## config.mk

```make
export PLATFORM = sky130hd
export DESIGN_NAME = ramsdp_bw
export DESIGN_NICKNAME = d
export VERILOG_FILES = /design/src/rtl/ramsdp_bw.sv
export SDC_FILE = /design/constraint.sdc
export NUM_CORES = 2
export LEC_CHECK = 0
export CAP_MARGIN = 20
export CORE_UTILIZATION = 25
export DETAILED_ROUTE_END_ITERATION = 8
export HOLD_SLACK_MARGIN = 0.15
export MAX_ROUTING_LAYER = met4
export PLACE_DENSITY = 0.4
export SLEW_MARGIN = 20
export SYNTH_ARGS = -nofsm -noshare
export SYNTH_HDL_FRONTEND = slang
export SYNTH_SLANG_ARGS = --single-unit
```

## constraint.sdc

```tcl
create_clock -name clk -period 1.44 [get_ports clk]
set_input_delay 0.216 -clock clk [delete_from_list [all_inputs] [get_ports clk]]
set_output_delay 0.216 -clock clk [all_outputs]
set_load 0.01 [all_outputs]
```

## src/rtl/ramsdp_bw.sv

```systemverilog
// ============================================================================
// Module   : ramsdp_bw
// Brief    : Single-clock simple dual-port RAM. Port A writes with a per-lane
//            mask, port B reads with 1- or 2-cycle latency and a valid strobe.
//            Same-address collisions resolve read-first or write-first.
//            Define RAMSDP_BW_PARITY_EN to store per-lane even parity
//            (adds pinj_a / perr_b).
// Revision : 1.0  initial release
// ============================================================================
`default_nettype none
`timescale 1ns/1ps

module ramsdp_bw #(
    parameter int DW    = 32,
    parameter int AW    = 6,
    parameter int BW    = 8,
    parameter int RDLAT = 1,
    parameter int RDW   = 0
) (
    input  logic                clk,
    input  logic                rst,
    input  logic                en_a,
    input  logic                we_a,
    input  logic [DW/BW-1:0]    wmask_a,
    input  logic [AW-1:0]       addr_a,
    input  logic [DW-1:0]       din_a,
`ifdef RAMSDP_BW_PARITY_EN
    input  logic                pinj_a,
    output logic [DW/BW-1:0]    perr_b,
`endif
    input  logic                en_b,
    input  logic [AW-1:0]       addr_b,
    output logic [DW-1:0]       dout_b,
    output logic                valid_b
);

    localparam int c_NL    = DW / BW;
    localparam int c_DEPTH = 2 ** AW;

    logic [DW-1:0] r_mem [c_DEPTH];

    logic          w_wr;
    logic          w_coll;
    logic [DW-1:0] w_rd_word;
    logic [DW-1:0] r_dout;
    logic          r_valid;

    assign w_wr   = en_a & we_a;
    assign w_coll = w_wr & en_b & (addr_a == addr_b);

    // The array has no reset; the write is qualified by rst instead.
    always_ff @(posedge clk) begin
        if (!rst && w_wr) begin
            for (int i = 0; i < c_NL; i++) begin
                if (wmask_a[i]) begin
                    r_mem[addr_a][i*BW +: BW] <= din_a[i*BW +: BW];
                end
            end
        end
    end

    // Write-first mode forwards the masked lanes of din_a on a collision.
    always_comb begin
        w_rd_word = r_mem[addr_b];
        for (int i = 0; i < c_NL; i++) begin
            if ((RDW != 0) && w_coll && wmask_a[i]) begin
                w_rd_word[i*BW +: BW] = din_a[i*BW +: BW];
            end
        end
    end

`ifdef RAMSDP_BW_PARITY_EN
    logic [c_NL-1:0] r_par [c_DEPTH];
    logic [c_NL-1:0] w_din_par;
    logic [c_NL-1:0] w_rd_par;
    logic [c_NL-1:0] w_rd_perr;
    logic [c_NL-1:0] r_perr;

    always_comb begin
        for (int i = 0; i < c_NL; i++) begin
            w_din_par[i] = (^din_a[i*BW +: BW]) ^ pinj_a;
        end
    end

    always_ff @(posedge clk) begin
        if (!rst && w_wr) begin
            for (int i = 0; i < c_NL; i++) begin
                if (wmask_a[i]) begin
                    r_par[addr_a][i] <= w_din_par[i];
                end
            end
        end
    end

    always_comb begin
        w_rd_par = r_par[addr_b];
        for (int i = 0; i < c_NL; i++) begin
            if ((RDW != 0) && w_coll && wmask_a[i]) begin
                w_rd_par[i] = w_din_par[i];
            end
        end
        for (int i = 0; i < c_NL; i++) begin
            w_rd_perr[i] = (^w_rd_word[i*BW +: BW]) ^ w_rd_par[i];
        end
    end

    assign perr_b = r_perr;
`endif

    generate
        if (RDLAT == 1) begin : g_lat1
            always_ff @(posedge clk or posedge rst) begin
                if (rst) begin
                    r_valid <= 1'b0;
                    r_dout  <= '0;
                end else begin
                    r_valid <= en_b;
                    if (en_b) begin
                        r_dout <= w_rd_word;
                    end
                end
            end
`ifdef RAMSDP_BW_PARITY_EN
            always_ff @(posedge clk or posedge rst) begin
                if (rst) begin
                    r_perr <= '0;
                end else begin
                    r_perr <= en_b ? w_rd_perr : '0;
                end
            end
`endif
        end else begin : g_lat2
            logic          r_s1_valid;
            logic [DW-1:0] r_s1_data;

            // Stage 1 registers the array output; stage 2 presents it.
            always_ff @(posedge clk or posedge rst) begin
                if (rst) begin
                    r_s1_valid <= 1'b0;
                    r_s1_data  <= '0;
                    r_valid    <= 1'b0;
                    r_dout     <= '0;
                end else begin
                    r_s1_valid <= en_b;
                    if (en_b) begin
                        r_s1_data <= w_rd_word;
                    end
                    r_valid <= r_s1_valid;
                    if (r_s1_valid) begin
                        r_dout <= r_s1_data;
                    end
                end
            end
`ifdef RAMSDP_BW_PARITY_EN
            logic [c_NL-1:0] r_s1_perr;

            always_ff @(posedge clk or posedge rst) begin
                if (rst) begin
                    r_s1_perr <= '0;
                    r_perr    <= '0;
                end else begin
                    r_s1_perr <= en_b ? w_rd_perr : '0;
                    r_perr    <= r_s1_valid ? r_s1_perr : '0;
                end
            end
`endif
        end
    endgenerate

    assign dout_b  = r_dout;
    assign valid_b = r_valid;

endmodule

`default_nettype wire

```

==> flow_metrics.tcl <==
set metrics [dict create \
    status "finished, violations left" \
    violations "negative setup slack" \
    end_kind "output port" \
    tritoncts "yes" \
    clockBufferDepth 4 \
    drive_gt1_frac 0.356 \
    ir_drop_mv 1.03 \
    numPortBuffers 85 \
    htreeDepth 4 \
    rows 208 \
    detail_route.first_pass.iterations 9 \
    dp.cells 9154 \
    hold_slack_ns 0.251 \
    relSlewSlack 0.422 \
    antenna_left 0 \
    drc_errors 0 \
    critPathArrivalTime_ns 1.63 \
    tightest_slew_ns 0.867 \
    finalPower_mw 133 \
    setup_tns_ns -15.30 \
    die_x_um 570 \
    num-nets-final 5186 \
    dp_hpwl_um 179000 \
    worst-setup-path-type "reg -> out" \
    syn_nets 4171 \
    critPathMaxFanout 2 \
    drv_cap 0 \
    cts_made_buffers 233 \
    grt_overflow 0 \
    ys_ff_latch 2081 \
    hold_viol 0 \
    hp-class "in -> reg" \
    fin_util 0.323 \
    grt_pass1_vias 44600 \
    powerDensity_mw_per_mm2 1280 \
    setup_violations 81 \
    fin_cells 9643 \
    period_minus_slack_ns 1.85 \
    start_util 0.251 \
    grt_start_max_net_pins 65 \
    finalCritPeriodShare 1.28 \
    wirelength_um 260000 \
    critPathLaunchType "register" \
    required_ns 1.22 \
    yosysWarnings 0 \
    post_drt_wl_per_cell_um 27.0 \
    worst_slack_ns -0.407 \
    rsz0062_at_grt "yes" \
    pin_count 86 \
    via_per_inst 4.49 \
    clkSlewWorstSetupHoldPaths_ns 0.06 \
    netlist_instances 4118 \
    grt.total_usage 0.162 \
    vias 43300 \
    core-area_mm2 0.321 \
    root_buffer "clkbuf_16" \
    num-fill-cells 31100 \
    antenna_found_initial 12 \
    fin_skew_ns 0.0663 \
    die_y_um 570 \
    p_leak_nw 34.6 \
    ys_seq_area_frac 0.772 \
    cts_sinks 2081 \
    dieArea_mm2 0.325 \
    syn2layout_area_growth_pct 28.6 \
    clk_latency_ns 0.91 \
    fmax_mhz 542 \
    grt_pass1_wl_um 361000 \
    finalMaxSlewViolations 0 \
    synth_area_mm2 0.0807 \
    multiInputGateArea_mm2 0.0184 \
    synthDistinctLibCells 46 \
    seqCellArea_mm2 0.0624 \
    drt_iter0_drc 3626 \
    synth.avg_cell_area_um2 19.6 \
    gp_congestion 0.897 \
]
[worst paths after layout]
path                            slack (ns)  cells past startpoint          to          start
worst min-delay path                  0.25                      6   dout_b[4]      addr_b[4]
worst max register to register       -0.20                      5  dout_b[12]  r_mem[45][12]
worst min register to register        0.68                      3  dout_b[24]     dout_b[24]
worst max-delay path                 -0.41                      2  dout_b[10]     dout_b[10]
max in group asynchronous             0.24                      4   dout_b[2]            rst
min in group asynchronous             0.49                      4  dout_b[19]            rst
[through the flow]
step / instance area (um^2) / worst slack (ns)
after floorplan: 80800 / -0.663
after global placement: 94600 / -1.24
after detailed placement: 94600 / -1.20
after CTS: 103000 / -0.487
after global routing: 104000 / -0.450
final: 104000 / -0.407
[critical path, cell delays in order, from the launching register on]
cell and delay [ns]:
dfrtp_2 0.45, buf_6 0.15, buf_6 0.11
[report_power, final]
group | switching, mW | total, mW | internal, mW
Clock | 24.2 | 56.7 | 32.5
Combinational | 5.13 | 9.14 | 4.02
Sequential | 0.312 | 67.0 | 66.7
Total | 29.6 | 133 | 103
[sequential cells by signal, summed over array words and instances, names as in the netlist]
signal,count
r_mem,2048
dout_b,32
valid_b,1
[routing by layer]
metal,vias to the layer above,share of wire,track usage
li1,19000,-,-
met1,23100,0.45,0.215
met2,963,0.48,0.261
met3,326,0.039,0.0230
met4,0,0.026,0.0421
met5,-,0,-
[area by class of cell]
type / instances / area share
Timing Repair Buffer: 1038 / 0.100
Sequential cell: 2081 / 0.601
Inverter: 18 / 0.000735
Clock buffer: 281 / 0.0587
Tap cell: 4305 / 0.0519
Antenna cell: 12 / 0.000289
Multi-Input combinational cell: 1761 / 0.177
Clock inverter: 147 / 0.0108
[kinds of logic after synthesis]
group | share of synthesized area
muxes | 0.136
and+or+nand+nor | 0.0333
DFF | 0.772
AOI/OAI and AO/OA | 0.0404
buffers and inverters | 0.0181
[cells in the mapped netlist (all sizes together)]
cell type	instances	area share
o41ai	32	0.0035
nor3b	6	0.00056
buf	157	0.013
nand4bb	3	0.00042
a21oi	17	0.0011
clkbuf	101	0.0047
mux4	303	0.085
nor3	19	0.0012
o21ai	47	0.0029
nor4	15	0.0012
nand4	18	0.0014
edfxtp	2048	0.76
nand2	106	0.0049
nand4b	3	0.00059
mux2i	418	0.052
and2	1	0.000078
nand3	17	0.0011
a22oi	17	0.0016
o22a	47	0.0051
o22ai	113	0.0088
a221oi	47	0.0051
and3b	3	0.00033
dfrtp	33	0.010
nand2b	1	0.000078
or3b	1	0.00011
o221ai	32	0.0035
a211oi	64	0.0060
or4b	1	0.00012
or2	1	0.000078
o211ai	32	0.0030
nor2	310	0.014
inv	18	0.00084
nand3b	1	0.000093
or3	1	0.000078
and3	3	0.00023
nor2b	82	0.0064
[cell usage in the layout (no fill, tap or decap), types with 58 or more instances in the layout]
cell	synthesis	layout
edfxtp_1	2048	2048
buf_4	26	707
mux2i_1	418	400
mux4_2	303	303
nor2_1	309	292
clkbuf_16	0	235
buf_12	0	184
o22ai_1	113	92
nand2_1	106	83
buf_6	24	60
clkinv_2	0	59
clkinv_1	0	58
[repair_timing]
item,4_1_cts,5_1_grt
setup buffers,17,1
gates resized for setup,438,75
pin swaps,107,50
hold endpoints to repair,2100,0
setup endpoints to repair,140,347
cloned,0,0
hold buffers,34,0
Power figures use the tool's default switching activity.
